**src/rtl/serv_timer.sv**
```systemverilog
// serv_timer: RISC-V machine timer with 64-bit mtime/mtimecmp exposed as four Wishbone words
module serv_timer #(
    parameter int          DIV     = 1,
    parameter logic [63:0] CMP_RST = 64'hFFFF_FFFF_FFFF_FFFF
) (
    input  logic        i_clk,
    input  logic        i_rst_n,
    input  logic [1:0]  i_wb_adr,
    input  logic [31:0] i_wb_dat,
    input  logic [3:0]  i_wb_sel,
    input  logic        i_wb_we,
    input  logic        i_wb_cyc,
    output logic [31:0] o_wb_rdt,
    output logic        o_wb_ack,
    output logic        o_timer_irq
);
    logic [15:0] presc;
    logic [63:0] mtime, mtimecmp, mtime_nxt, cmp_nxt;
    logic [31:0] hi_shadow, rdt_sel;
    logic        tick, commit, wr, rd;

    function automatic logic [31:0] merge(input logic [31:0] old, input logic [31:0] dat, input logic [3:0] sel);
        logic [31:0] m;
        for (int i = 0; i < 4; i++)
            m[8*i+:8] = sel[i] ? dat[8*i+:8] : old[8*i+:8];
        return m;
    endfunction

    always_comb begin
        tick   = presc == 16'(DIV - 1);
        commit = i_wb_cyc & ~o_wb_ack;
        wr     = commit & i_wb_we;
        rd     = commit & ~i_wb_we;
        // a write to either mtime word replaces the whole tick, so no carry crosses words
        mtime_nxt = (wr && i_wb_adr == 2'd0) ? {mtime[63:32], merge(mtime[31:0], i_wb_dat, i_wb_sel)} :
                    (wr && i_wb_adr == 2'd1) ? {merge(mtime[63:32], i_wb_dat, i_wb_sel), mtime[31:0]} :
                    mtime + 64'(tick);
        cmp_nxt   = (wr && i_wb_adr == 2'd2) ? {mtimecmp[63:32], merge(mtimecmp[31:0], i_wb_dat, i_wb_sel)} :
                    (wr && i_wb_adr == 2'd3) ? {merge(mtimecmp[63:32], i_wb_dat, i_wb_sel), mtimecmp[31:0]} :
                    mtimecmp;
        rdt_sel   = (i_wb_adr == 2'd0) ? mtime[31:0] :
                    (i_wb_adr == 2'd1) ? hi_shadow :
                    (i_wb_adr == 2'd2) ? mtimecmp[31:0] : mtimecmp[63:32];
    end

    always_ff @(posedge i_clk or negedge i_rst_n) begin
        if (!i_rst_n) begin
            presc       <= '0;
            mtime       <= '0;
            mtimecmp    <= CMP_RST;
            hi_shadow   <= '0;
            o_wb_ack    <= 1'b0;
            o_wb_rdt    <= '0;
            o_timer_irq <= 1'b0;
        end else begin
            presc       <= tick ? 16'd0 : presc + 16'd1;
            mtime       <= mtime_nxt;
            mtimecmp    <= cmp_nxt;
            o_wb_ack    <= commit;
            o_timer_irq <= mtime >= mtimecmp;
            if (rd)
                o_wb_rdt <= rdt_sel;
            if (rd && i_wb_adr == 2'd0)
                hi_shadow <= mtime[63:32];
        end
    end
endmodule
```
**config.mk**
```make
export PLATFORM = sky130hd
export DESIGN_NAME = serv_timer
export DESIGN_NICKNAME = d
export VERILOG_FILES = /design/src/rtl/serv_timer.sv
export SDC_FILE = /design/constraint.sdc
export NUM_CORES = 1
export LEC_CHECK = 0
export CAP_MARGIN = 20
export CORE_ASPECT_RATIO = 2
export CORE_MARGIN = 4
export CORE_UTILIZATION = 40
export CTS_BUF_LIST = sky130_fd_sc_hd__clkbuf_8
export DETAILED_ROUTE_END_ITERATION = 10
export PLACE_DENSITY = 0.61
export SETUP_SLACK_MARGIN = 0.02
export SLEW_MARGIN = 20
export SYNTH_ARGS = -nofsm -noshare
export SYNTH_HDL_FRONTEND = slang
export SYNTH_SLANG_ARGS = --single-unit
```
**constraint.sdc**
```tcl
create_clock -name i_clk -period 3.05 [get_ports i_clk]
set_clock_uncertainty 0.15 [all_clocks]
set_input_delay 0.61 -clock i_clk [delete_from_list [all_inputs] [get_ports i_clk]]
set_output_delay 0.61 -clock i_clk [all_outputs]
set_load 0.01 [all_outputs]
```
Word level (Yosys, flattened, before mapping)
Cells that the tools add are included.
{ "totals": {"register_bits": 210, "in_bits": 42, "out_inout_bits": 34, "elab_cells": 77} }
{ "op_classes": {"n_addsub": 2, "magnitude_cmp": 1, "n_eq_ne": 12, "muxes": 11, "n_bitwise": 7, "reduce_logical": 23} }
{ "op_table": {"columns": ["op", "n"], "rows": [
  ["$mux W32", 5],
  ["$add A64 B1 Y64", 1],
  ["$ge A64 B64 Y1", 1],
  ["$mux W64", 1],
  ["$mux W8", 4],
  ["$reduce_and A2 Y1", 12],
  ["$ne A2 B2 Y1 const B", 9],
  ["$add A16 B1 Y16 const B", 1],
  ["$logic_not A16 Y1", 1],
  ["$mux W16", 1],
  ["$reduce_and A3 Y1", 4],
  ["$logic_and A1 B1 Y1", 5],
  ["$eq A2 B2 Y1 const B", 2],
  ["$not A1 Y1", 4],
  ["$and A1 B1 Y1", 3],
  ["$eq A2 B1 Y1 const B", 1],
  ["$logic_not A2 Y1", 1]
]} }

Logic depth before layout (Yosys ltp)
{ "logic_depth": {"word_depth": 6, "mapped_depth": 14} }

Worst setup path before layout
OpenSTA, ideal clock, no wires.
{ "synth_path": {"path_type": "register -> register", "from": "register presc[0]", "to": "register mtime[58]", "setup_ns": 0.094, "t_arrival_ns": 2.644, "path_slack_ns": 0.162, "path_stages_with_launch": 13, "n_path_buf": 1, "period_less_slack_ns": 2.888, "path_cell_list": "dfrtp_1 > inv_1 > ha_1 > nor4b_1 > and4_1 > ha_1 > ha_1 > and4_1 > clkbuf_1 > nand2_1 > nor3_4 > nand4_1 > a211oi_1"} }
{ "synth_between": {"elab_chain_len": 3} }
{ "synth_rtl": {"columns": ["element", "line_no", "text"], "rows": [
  ["from (decl)", "17", "logic [15:0] presc;"],
  ["from (signal assigned)", "56", "presc <= tick ? 16'd0 : presc + 16'd1;"],
  ["$logic_not A16 Y1", "30", "tick = presc == 16'(DIV - 1);"],
  ["$add A64 B1 Y64", "37", "mtime + 64'(tick);"],
  ["$mux W64", "36", "(wr && i_wb_adr == 2'd1) ? {merge(mtime[63:32], i_wb_dat, i_wb_sel), mtime[31:0]} :"],
  ["to (signal assigned)", "57", "mtime <= mtime_nxt;"],
  ["to (decl)", "18", "logic [63:0] mtime, mtimecmp, mtime_nxt, cmp_nxt;"]
]} }
No other way between the ends. The select of a mux whose other input is x is not followed.
A chain may end at the register's enable or synchronous reset.

Worst setup path in the final report
{ "layout_path": {"from": "register presc[8]", "to": "register mtime[57]"} }
The elaborated chain is that of the path after synthesis.

==> results.md <==
* I/O Buffers at 75
* Cells after Synth at 1118
* Hold Vio Cnt, Final at 0
* Core Region at around 29000 sq um
* First-pass GRT wire length at around 57 mm
* Clk root buf: clkbuf_8
* Synthesized flop and latch total at between 200 and 250
* Number of global-route vias before repair at approximately 10000
* Tmin final at 2.87 ns
* Status: finished clean
* Int Pwr at 7.00 mW
* Layout Cells excl Fill at 1670
* Seq/Total Area, Yosys at around 45%
* Final instance area at 14400 sq um
* Fill cell count at between 2000 and 3000
* Power Dens Cells at between 700 and 800 nW/um^2
* Yosys warns at 0
* Overflow after GRT at 0
* Worst vdd ir at just under 0.4 mV
* Die Wd at around 130 um
* H-tree lvl count at 2
* Avg Inst Size Synth at approximately 11 sq um
* Hpwl dp at between 20 and 30 mm
* Cell Area, Synth at roughly 12000 sq um
* CTS tree: yes
* DP Area at ~14000 sq um
* Required time of the critical path at roughly 3.3 ns
* DR iter-0 viols at roughly 600
* Clock latency on the worst-skew pair at ~0.54 ns
* Unrepaired setup endpoints after global routing: true
* Fin util at 49.6%
* Row count at 88
* Crit start category: flop
* Largest net degree at the start of global routing at roughly 80
* Synth unique cells at 63
* Clk buf depth at 3
* Total GRT Usage at 22.4%
* Crit path kind: flop to flop
* # placed instances at between 1500 and 2000
* Worst setup EP type: flop
* Gate power share at a little over a third
* Worst rel slew slack at a little over half
* Hold WC Path Type: flop to flop
* Commonest cells after routing, fill and taps aside: dfrtp_1 (146), nand2_1 (96), mux2_2 (94)
* Synth Flop Type: dfrtp_1
* Multi-input gate area at 6160 sq um
* LEAKAGE at about 6.1 nW
* Max-cap violations at 0
* Setup slack, reg-to-reg at between 0.15 and 0.2 ns
* CTS Sinks at 210
* GP Congestion at roughly 0.95
* Clock power frac at between 20% and 30%
* Drt first pass iters at 5
* Initial Util at about two fifths
* Switching Fraction at between 30% and 40%
* Drt drc at 0
* Sw Pwr at 3.59 mW
* Commonest non-fill, non-tap cell in the layout: dfrtp_1
* Crit share post-route at roughly 94%
* Layout cells sized above 1 at approximately 28%
* Critical Path Fanout Max at 5
* TNS Setup at 0 ns
* Register area at between 5000 and 6000 sq um
* Wire per inst at 21.6 um
* IO Pins at 76
* Initial antenna violation count at 1
* TritonCTS Buffers at 35
* Clk pin slew, worst setup/hold paths at 0.06 ns
* Worst Max-Slew Pin Slew at between 0.6 and 0.7 ns
* EDFF count, synth at 0
* Final ANT Viol Nets at 0
* WP data arrival at around 3.1 ns
* Syn nets at 1228
* DIE HEIGHT at between 200 and 300 um
* Max-slew violations at 0
* Setup violators final at 0
* Vias at just under 10000
* Reg power frac at between 40% and 50%
* WL final at between 30 and 40 mm
* Max frequency at between 0.3 and 0.4 GHz
* PnR Total Power at around 11 mW
* Routed vias/inst at about 5.8
* # nets final at roughly 1400
* Die Area at 32600 sq um
* P&R area growth vs syn at 21.6%
* Ys async rst share at between 90% and 100%
-- state kept, by name, summed over array words and instances (netlist names) --
signal / flops
o_timer_irq: 1
mtime: 64
mtimecmp: 64
o_wb_ack: 1
presc: 16
hi_shadow: 32
o_wb_rdt: 32
-- power by group through the flow --
stage | Combinational, mW | Sequential, mW | Clock [mW]
6_report | 3.74 | 4.38 | 2.47
5_1_grt | 4.14 | 4.49 | 2.66
4_1_cts | 3.74 | 4.38 | 2.55
3_5_place_dp | 3.71 | 4.42 | 0
3_3_place_gp | 3.63 | 4.39 | 0
2_1_floorplan | 2.03 | 4.41 | 0
-- final cells by class --
type                       instances  area share (%)
antenna                            1          0.0174
clock buffer                      44            4.20
sequential                       210            37.0
inverter                          73            1.90
clock inverter                    19           0.539
timing repair buffer             167            10.4
multi-input combinational        796            42.8
tap                              360            3.13
-- cells in the mapped netlist, types with 3 or more instances --
| library cell | n | area share [%] |
|---|---|---|
| and3_1 | 25 | 1.3 |
| nand3_1 | 41 | 1.7 |
| ha_1 | 68 | 7.2 |
| o211ai_1 | 6 | 0.38 |
| nand4_1 | 29 | 1.5 |
| a311oi_1 | 13 | 0.96 |
| or3_1 | 5 | 0.26 |
| and2_1 | 7 | 0.37 |
| nor2b_1 | 7 | 0.37 |
| buf_1 | 5 | 0.16 |
| nor4_1 | 8 | 0.42 |
| inv_1 | 73 | 2.3 |
| mux2i_1 | 3 | 0.25 |
| dfstp_2 | 64 | 14 |
| a211oi_1 | 45 | 2.9 |
| buf_2 | 8 | 0.34 |
| clkbuf_1 | 22 | 0.70 |
| mux4_2 | 32 | 6.1 |
| nand2_1 | 98 | 3.1 |
| a31oi_1 | 5 | 0.26 |
| and4_1 | 12 | 0.89 |
| o22ai_1 | 6 | 0.32 |
| o21ai_0 | 49 | 2.1 |
| a21o_1 | 9 | 0.57 |
| a21oi_1 | 37 | 1.6 |
| nor2_1 | 91 | 2.9 |
| mux2_2 | 94 | 8.9 |
| nand2b_1 | 3 | 0.16 |
| nor3_1 | 40 | 1.7 |
| dfrtp_1 | 146 | 31 |
| xnor2_1 | 16 | 1.2 |
| o21a_1 | 7 | 0.44 |
-- per-stage QoR --
stage	hold WS (ns)	setup slack (ns)
after detailed placement	0.332	-0.0731
final	0.345	0.182
after CTS	0.346	0.0248
after floorplan	0.164	0.162
after global placement	0.326	-0.0679
after global routing	0.359	-0.0312
-- routing by layer --
layer | vias up | routed length, um | global-route usage (%)
li1 | 4460 | - | -
met1 | 4815 | 12600 | 23.9
met2 | 269 | 20200 | 41.8
met3 | 100 | 1360 | 3.25
met4 | 0 | 1860 | 11.1
met5 | - | 0 | 0
-- timing repair --
item,in CTS,in global routing
hold buffers,1,0
setup endpoints to repair,1,44
setup buffers,0,3
gates resized for setup,1,19
pin swaps,0,2
endpoints found under the hold margin,46,0
-- worst max-delay path: stages (launching register included) --
cell and delay [ns]:
dfrtp_1 0.44, nor4_4 0.30, and4_1 0.26, ha_2 0.20
nand3_2 0.14, nor3_1 0.17, buf_4 0.17, nand2_2 0.11
or3_4 0.45, o211ai_1 0.21, o311ai_1 0.12
-- logic make-up after synthesis --
family                     after synthesis  synth area share [%]
adders and majority gates               68                  7.18
muxes                                  129                  15.3
AOI/OAI and AO/OA                      199                  11.1
xor gates and xnor gates                18                  1.33
buffers and inverters                  112                  3.82
and+or+nand+nor                        382                  16.3
DFF                                    210                  45.0
-- worst paths after layout --
check,from,endpoint,cells after the start
max,presc[8],mtime[57],10
min,hi_shadow[12],hi_shadow[12],2
max reg2reg,presc[8],mtime[57],10
min reg2reg,hi_shadow[12],hi_shadow[12],2
max in group asynchronous,i_rst_n,mtimecmp[45],3
min in group asynchronous,i_rst_n,o_wb_rdt[27],2
(Power assumes the default switching activity.)
